File: config.mk
export PLATFORM = sky130hd
export DESIGN_NAME = pipe_ctrl
export DESIGN_NICKNAME = d
export VERILOG_FILES = /design/src/rtl/pipe_ctrl_pkg.sv /design/src/rtl/pipe_ctrl_ld_use_detect.sv /design/src/rtl/pipe_ctrl.sv
export SDC_FILE = /design/constraint.sdc
export NUM_CORES = 1
export LEC_CHECK = 0
export ABC_AREA = 1
export ABC_CLOCK_PERIOD_IN_PS = 2500
export CAP_MARGIN = 20
export CORE_MARGIN = 2
export CORE_UTILIZATION = 30
export DETAILED_ROUTE_END_ITERATION = 7
export GPL_ROUTABILITY_DRIVEN = 1
export HOLD_SLACK_MARGIN = 0.02
export MAX_ROUTING_LAYER = met4
export PLACE_DENSITY_LB_ADDON = 0.08
export SLEW_MARGIN = 20
export SYNTH_ARGS = -nofsm -noshare
export SYNTH_HDL_FRONTEND = slang
export SYNTH_SLANG_ARGS = --single-unit
File: constraint.sdc
create_clock -name clk -period 2.5 [get_ports clk]
set_clock_uncertainty 0.1 [all_clocks]
set_input_delay 0.375 -clock clk [delete_from_list [all_inputs] [get_ports clk]]
set_output_delay 0.375 -clock clk [all_outputs]
set_load 0.005 [all_outputs]
File: src/rtl/pipe_ctrl_pkg.sv
// ============================================================================
//  Module      : pipe_ctrl_pkg
//  Description : Shared constants and state encodings for the pipeline
//                hazard/sequencing controller.
//  Revision    : 1.0  initial release
// ============================================================================
`default_nettype none

package pipe_ctrl_pkg;

    // Bubble loaded into if_id on flush (addi x0, x0, 0)
    localparam logic [31:0] c_INST_NOP = 32'h0000_0013;

    localparam int          c_STATE_W     = 2;
    localparam logic [1:0]  c_PC_RUN      = 2'd0;
    localparam logic [1:0]  c_PC_MEM_WAIT = 2'd1;
    localparam logic [1:0]  c_PC_REDIRECT = 2'd2;

endpackage : pipe_ctrl_pkg

`default_nettype wire

File: src/rtl/pipe_ctrl_ld_use_detect.sv
// ============================================================================
//  Module      : ld_use_detect
//  Description : Combinational load-use hazard compare between the load in EX
//                and the source operands of the instruction in ID.
//  Revision    : 1.0  initial release
// ============================================================================
`default_nettype none

module ld_use_detect #(
    parameter int REG_AW = 5
) (
    input  logic              i_ex_is_load,
    input  logic [REG_AW-1:0] i_ex_rd,
    input  logic [REG_AW-1:0] i_id_rs1,
    input  logic [REG_AW-1:0] i_id_rs2,
    input  logic              i_rs1_used,
    input  logic              i_rs2_used,
    output logic              o_hazard
);

    logic w_rd_nonzero;
    logic w_rs1_hit;
    logic w_rs2_hit;

    // x0 is hardwired to zero, so a load targeting it never creates a dependency
    assign w_rd_nonzero = (i_ex_rd != '0);
    assign w_rs1_hit    = i_rs1_used && (i_id_rs1 == i_ex_rd);
    assign w_rs2_hit    = i_rs2_used && (i_id_rs2 == i_ex_rd);
    assign o_hazard     = i_ex_is_load && w_rd_nonzero && (w_rs1_hit || w_rs2_hit);

endmodule : ld_use_detect

`default_nettype wire

File: src/rtl/pipe_ctrl.sv
// ============================================================================
//  Module      : pipe_ctrl
//  Description : Hold/flush/redirect controller for the 5-stage core, with
//                stall-cycle counter and sticky memory-wait timeout flag.
//  Revision    : 1.0  initial release
// ============================================================================
`default_nettype none

module pipe_ctrl #(
    parameter int ADDR_W   = 32,
    parameter int REG_AW   = 5,
    parameter int CNT_W    = 16,
    parameter int MAX_WAIT = 255
) (
    input  logic              clk,
    input  logic              rst_n,
    input  logic              jump_en_i,
    input  logic [ADDR_W-1:0] jump_addr_i,
    input  logic              ex_is_load_i,
    input  logic [REG_AW-1:0] ex_rd_i,
    input  logic [REG_AW-1:0] id_rs1_i,
    input  logic [REG_AW-1:0] id_rs2_i,
    input  logic              id_rs1_used_i,
    input  logic              id_rs2_used_i,
    input  logic              mem_busy_i,
    output logic              hold_pc_o,
    output logic              hold_if_id_o,
    output logic              flush_if_id_o,
    output logic              flush_id_ex_o,
    output logic              pc_sel_o,
    output logic [ADDR_W-1:0] redirect_addr_o,
    output logic [CNT_W-1:0]  stall_cnt_o,
    output logic              err_timeout_o
);

    import pipe_ctrl_pkg::*;

    localparam int                WAIT_W     = (MAX_WAIT < 1) ? 1 : $clog2(MAX_WAIT + 1);
    localparam logic [WAIT_W-1:0] c_WAIT_MAX = WAIT_W'(MAX_WAIT);

    logic [c_STATE_W-1:0] r_state;
    logic [c_STATE_W-1:0] w_state_nxt;
    logic                 r_pend_vld;
    logic [ADDR_W-1:0]    r_pend_addr;
    logic [WAIT_W-1:0]    r_wait_cnt;
    logic [CNT_W-1:0]     r_stall_cnt;
    logic                 r_err_timeout;

    logic                 w_ld_use;
    logic                 w_run_rules;
    logic                 w_pend_set;

    ld_use_detect #(
        .REG_AW (REG_AW)
    ) u_ld_use_detect (
        .i_ex_is_load (ex_is_load_i),
        .i_ex_rd      (ex_rd_i),
        .i_id_rs1     (id_rs1_i),
        .i_id_rs2     (id_rs2_i),
        .i_rs1_used   (id_rs1_used_i),
        .i_rs2_used   (id_rs2_used_i),
        .o_hazard     (w_ld_use)
    );

    // ------------------------------------------------------------------
    // FSM state register
    // ------------------------------------------------------------------
    always_ff @(posedge clk) begin
        if (!rst_n) begin
            r_state <= c_PC_RUN;
        end else begin
            r_state <= w_state_nxt;
        end
    end

    // ------------------------------------------------------------------
    // FSM next-state logic
    // ------------------------------------------------------------------
    always_comb begin
        w_state_nxt = r_state;
        case (r_state)
            c_PC_RUN: begin
                w_state_nxt = mem_busy_i ? c_PC_MEM_WAIT : c_PC_RUN;
            end
            c_PC_MEM_WAIT: begin
                if (mem_busy_i) begin
                    w_state_nxt = c_PC_MEM_WAIT;
                end else if (r_pend_vld) begin
                    w_state_nxt = c_PC_REDIRECT;
                end else begin
                    w_state_nxt = c_PC_RUN;
                end
            end
            c_PC_REDIRECT: begin
                w_state_nxt = mem_busy_i ? c_PC_MEM_WAIT : c_PC_RUN;
            end
            default: begin
                w_state_nxt = c_PC_RUN;
            end
        endcase
    end

    // ------------------------------------------------------------------
    // FSM output decode (same-cycle response to inputs)
    // ------------------------------------------------------------------
    always_comb begin
        hold_pc_o       = 1'b0;
        hold_if_id_o    = 1'b0;
        flush_if_id_o   = 1'b0;
        flush_id_ex_o   = 1'b0;
        pc_sel_o        = 1'b0;
        redirect_addr_o = '0;
        w_run_rules     = 1'b0;
        if (rst_n) begin
            case (r_state)
                c_PC_RUN: begin
                    w_run_rules = 1'b1;
                end
                c_PC_MEM_WAIT: begin
                    // With a pending target the release cycle is idle; REDIRECT follows
                    if (mem_busy_i) begin
                        hold_pc_o    = 1'b1;
                        hold_if_id_o = 1'b1;
                    end else begin
                        w_run_rules  = !r_pend_vld;
                    end
                end
                c_PC_REDIRECT: begin
                    pc_sel_o        = 1'b1;
                    redirect_addr_o = r_pend_addr;
                    flush_if_id_o   = 1'b1;
                    flush_id_ex_o   = 1'b1;
                end
                default: begin
                    w_run_rules = 1'b0;
                end
            endcase

            if (w_run_rules) begin
                if (jump_en_i && !mem_busy_i) begin
                    pc_sel_o        = 1'b1;
                    redirect_addr_o = jump_addr_i;
                    flush_if_id_o   = 1'b1;
                    flush_id_ex_o   = 1'b1;
                end else if (mem_busy_i) begin
                    hold_pc_o       = 1'b1;
                    hold_if_id_o    = 1'b1;
                end else if (w_ld_use) begin
                    hold_pc_o       = 1'b1;
                    hold_if_id_o    = 1'b1;
                    flush_id_ex_o   = 1'b1;
                end
            end
        end
    end

    // Only the oldest redirect seen during a memory freeze is remembered
    assign w_pend_set = mem_busy_i && jump_en_i && !r_pend_vld &&
                        (r_state != c_PC_REDIRECT);

    // ------------------------------------------------------------------
    // Pending redirect, wait timer and performance counter
    // ------------------------------------------------------------------
    always_ff @(posedge clk) begin
        if (!rst_n) begin
            r_pend_vld    <= 1'b0;
            r_pend_addr   <= '0;
            r_wait_cnt    <= '0;
            r_stall_cnt   <= '0;
            r_err_timeout <= 1'b0;
        end else begin
            if (r_state == c_PC_REDIRECT) begin
                r_pend_vld  <= 1'b0;
            end else if (w_pend_set) begin
                r_pend_vld  <= 1'b1;
                r_pend_addr <= jump_addr_i;
            end

            if (!mem_busy_i) begin
                r_wait_cnt <= '0;
            end else if (r_wait_cnt != c_WAIT_MAX) begin
                r_wait_cnt <= r_wait_cnt + WAIT_W'(1);
            end

            if (mem_busy_i && (r_wait_cnt == c_WAIT_MAX)) begin
                r_err_timeout <= 1'b1;
            end

            if (hold_pc_o && (r_stall_cnt != '1)) begin
                r_stall_cnt <= r_stall_cnt + CNT_W'(1);
            end
        end
    end

    assign stall_cnt_o   = r_stall_cnt;
    assign err_timeout_o = r_err_timeout;

endmodule : pipe_ctrl

`default_nettype wire

==> impl_results.md <==
* Worst-path maximum fanout at 6
* Reg power frac at about 41%
* Die Wd at 110 um
* Slew headroom at about 76%
* Hold Path Class: register to register
* Leakage at 2.12 nW
* Die height at 110 um
* Clock buffer depth at 2
* Post-route DRC at 0
* CP required at a little over 2 ns
* Avg Cell Area, Syn at between 6 and 7 um2
* Setup ws final at approximately 0.12 ns
* Worst-Skew Late Latency at about 0.32 ns
* Crit path max-delay cell type: clkdlybuf4s50_1
* Antenna diodes at 0
* Vias per inst at between 4 and 5
* Crit. End Element: primary output
* Minimum clock period at 2.38 ns
* Hold_ws at 0.359 ns
* Critical Path AT at 1.91 ns
* Switching Power at 0.619 mW
* Slew of the pin with the lowest slew margin at 0.363 ns
* Largest net degree at the start of global routing at 35
* Ys Warns at 0
* Routed vias at 3637
* Mapped Cells at roughly 520
* Combinational fraction of design power at around 14%
* Overall routed net length at between 9000 and 10000 um
* First drt pass iteration count at 6
* Clk pwr share at between 40% and 50%
* Pre-CTS WS at -0.262 ns
* Hold bufs inserted after CTS at 0
* CORE AREA at around 11000 um2
* Top Layer Used: met4
* Outcome: completed
* Crit start category: primary input
* ANT nets after route at 0
* TritonCTS clock tree: done
* Final period util at between 90 and 100%
* CTS Buf Count at 9
* Kind of cell adding the most delay to the critical path: buffers and inverters
* Mapped cell area at ~3400 um2
* First-pass GRT wire length at between 15000 and 20000 um
* Root buf cell: clkbuf_16
* I/O pins at between 100 and 150
* GRT Util Overall at between 15 and 20%
* Worst path bufs/invs at 5
* CP Cell Sequence: clkdlybuf4s50_1 -> inv_2 -> nand2_2 -> nor3_4 -> buf_6 -> buf_6 -> nand2_1 -> a21oi_1 -> dlygate4sd2_1
* Vias in the first global route at between 3k and 4k
* Die Area at about 12000 um2
* DP Cell Count at ~770
* Initial antenna violation count at 0
* PD cells at slightly above 500 nW/um2
* Worst path max stage delay at approximately 0.43 ns
* Synth top area cells: dfxtp_1 (35%), nand2_1 (14%), nor2_1 (10%), a21oi_1 (6.5%), o21ai_0 (5.6%)
* Share of cells above drive strength 1 at around 14%
* FILL cells at around 1.2k
* Total Neg Setup Slack at 0 ns
* Commonest non-fill, non-tap cells in the layout: nand2_1 (128), nor2_1 (91), clkdlybuf4s50_1 (66), dfxtp_1 (60)
* Sink Count at 60
* Crit-path most repeated cell: buf_6
* Max_cap viols at 0
* Post-DP HPWL at ~6900 um
* Peak VDD IR at roughly 0.21 mV
* Pint at 1.90 mW
* Number of nets in the layout at 700
* Max-slew violations at 0
* Metal3 WL at 545 um
* Final Non-Filler Cells at 788
* H-tree depth at 3
* Setup CP Type: primary input to primary output
* Pwr Total at 2.52 mW
* DR WL/cell at about 13 um
* DR WL met2 at 4310 um
* Commonest non-fill, non-tap cell in the layout: nand2_1
* Starting density of the core at a little under a third
* Unique masters post-synth at 31
* Synthesized flop and latch total at 60
* P&R area growth vs syn at 47.5%
* Post-synth top area share at around 35%
* # rows at 38
* WL met1 at 4930 um
* Highest Clock Rate at between 0.4 and 0.5 GHz
* Syn_nets at 580
* Gpl congestion at roughly 0.85
* Top cell type by total area after synthesis: dfxtp_1
* Register area share after synthesis at between 30% and 40%
* Clk slew on worst S/H paths at approximately 0.05 ns
* Final setup vio count at 0
* RSZ-0062 raised after global routing: yes
* Sw Share at 24.6%
* GRT overflow at 0
* Final Hold Viols at 0
* Initial drt markers at a little over 200
* Port bufs at 107
==> final timing paths <==
| path | startpoint | endpoint | slack, ns | cells after the start |
|---|---|---|---|---|
| worst min register to register | r_pend_vld | r_state[1] | 0.36 | 2 |
| worst max-delay path | mem_busy_i | redirect_addr_o[7] | 0.12 | 9 |
| worst min-delay path | r_pend_vld | r_state[1] | 0.36 | 2 |
| worst max register to register | stall_cnt_o[0] | stall_cnt_o[3] | 0.49 | 7 |
==> synthesized netlist by cell type, drive strengths merged <==
cell / number
nand2: 142
nor2: 93
dfxtp: 60
a21oi: 55
inv: 44
o21ai: 38
nand3: 28
clkbuf: 14
buf: 12
xor2: 11
nor3: 10
nand4: 4
xnor2: 3
a211oi: 2
a31oi: 2
ha: 2
nor4: 2
clkinv: 1
o31ai: 1
==> registers in the layout, indices dropped and copies added (netlist names) <==
signal,count
err_timeout_o,1
r_wait_cnt,8
r_pend_addr,32
r_pend_vld,1
r_state,2
stall_cnt_o,16
==> kinds of logic (layout without fill, tap and decap cells) <==
logic type               count (synthesis)  in the layout  synth area share [%]
AND/OR/NAND/NOR                        279            279                  35.4
AO/OA/AOI/OAI                           98             98                  15.9
buffers and inverters                   71            195                  8.98
flip-flops                              60             60                  35.3
XOR/XNOR                                14             14                  3.61
adder cells (fa/ha/maj)                  2              2                 0.736
==> area by class of cell <==
cell class	instances	area, um2	share of cell area, %
Clock buffer	13	260	5.19
Inverter	45	169	3.37
Clock inverter	2	10.0	0.200
Timing Repair Buffer	135	1260	25.2
Multi-Input combinational cell	393	1930	38.6
Tap cell	140	175	3.50
Sequential cell	60	1200	24.0
==> repair_timing <==
action,in CTS,in global routing
buffers inserted,4,0
cloned,2,0
setup endpoints to repair,35,14
gates resized for setup,50,24
endpoints found under the hold margin,0,0
pin swaps,1,4
==> through the flow <==
step                      util (%)  cell area, um2
after global placement        42.9            4690
after CTS                     45.7            5000
after global routing          45.8            5010
after detailed placement      42.9            4690
final                         45.8            5010
after floorplan                  -            3400
==> worst reg2reg max path, cell delays in order, from the launching register on <==
cell and delay, ns:
dfxtp_1 0.44, ha_1 0.29, nand2_2 0.10, nor3_4 0.28
nand4_4 0.24, nand2_4 0.29, nand2_1 0.08, a21oi_1 0.12
==> power groups by stage <==
stage | Combinational (mW) | Clock (mW) | Sequential (mW)
floorplan | 0.178 | 0 | 1.04
CTS | 0.368 | 1.17 | 1.02
finish | 0.366 | 1.13 | 1.03
global placement | 0.362 | 0 | 1.04
detailed placement | 0.365 | 0 | 1.04
global route | 0.409 | 1.20 | 1.03
==> per-layer routing <==
| layer | GRT usage, % | vias up |
|---|---|---|
| li1 | - | 1915 |
| met1 | 22.3 | 1606 |
| met2 | 25.0 | 101 |
| met3 | 3.73 | 15 |
| met4 | 5.08 | 0 |
| met5 | - | - |
Note: power is estimated with default switching activity, not from simulation.
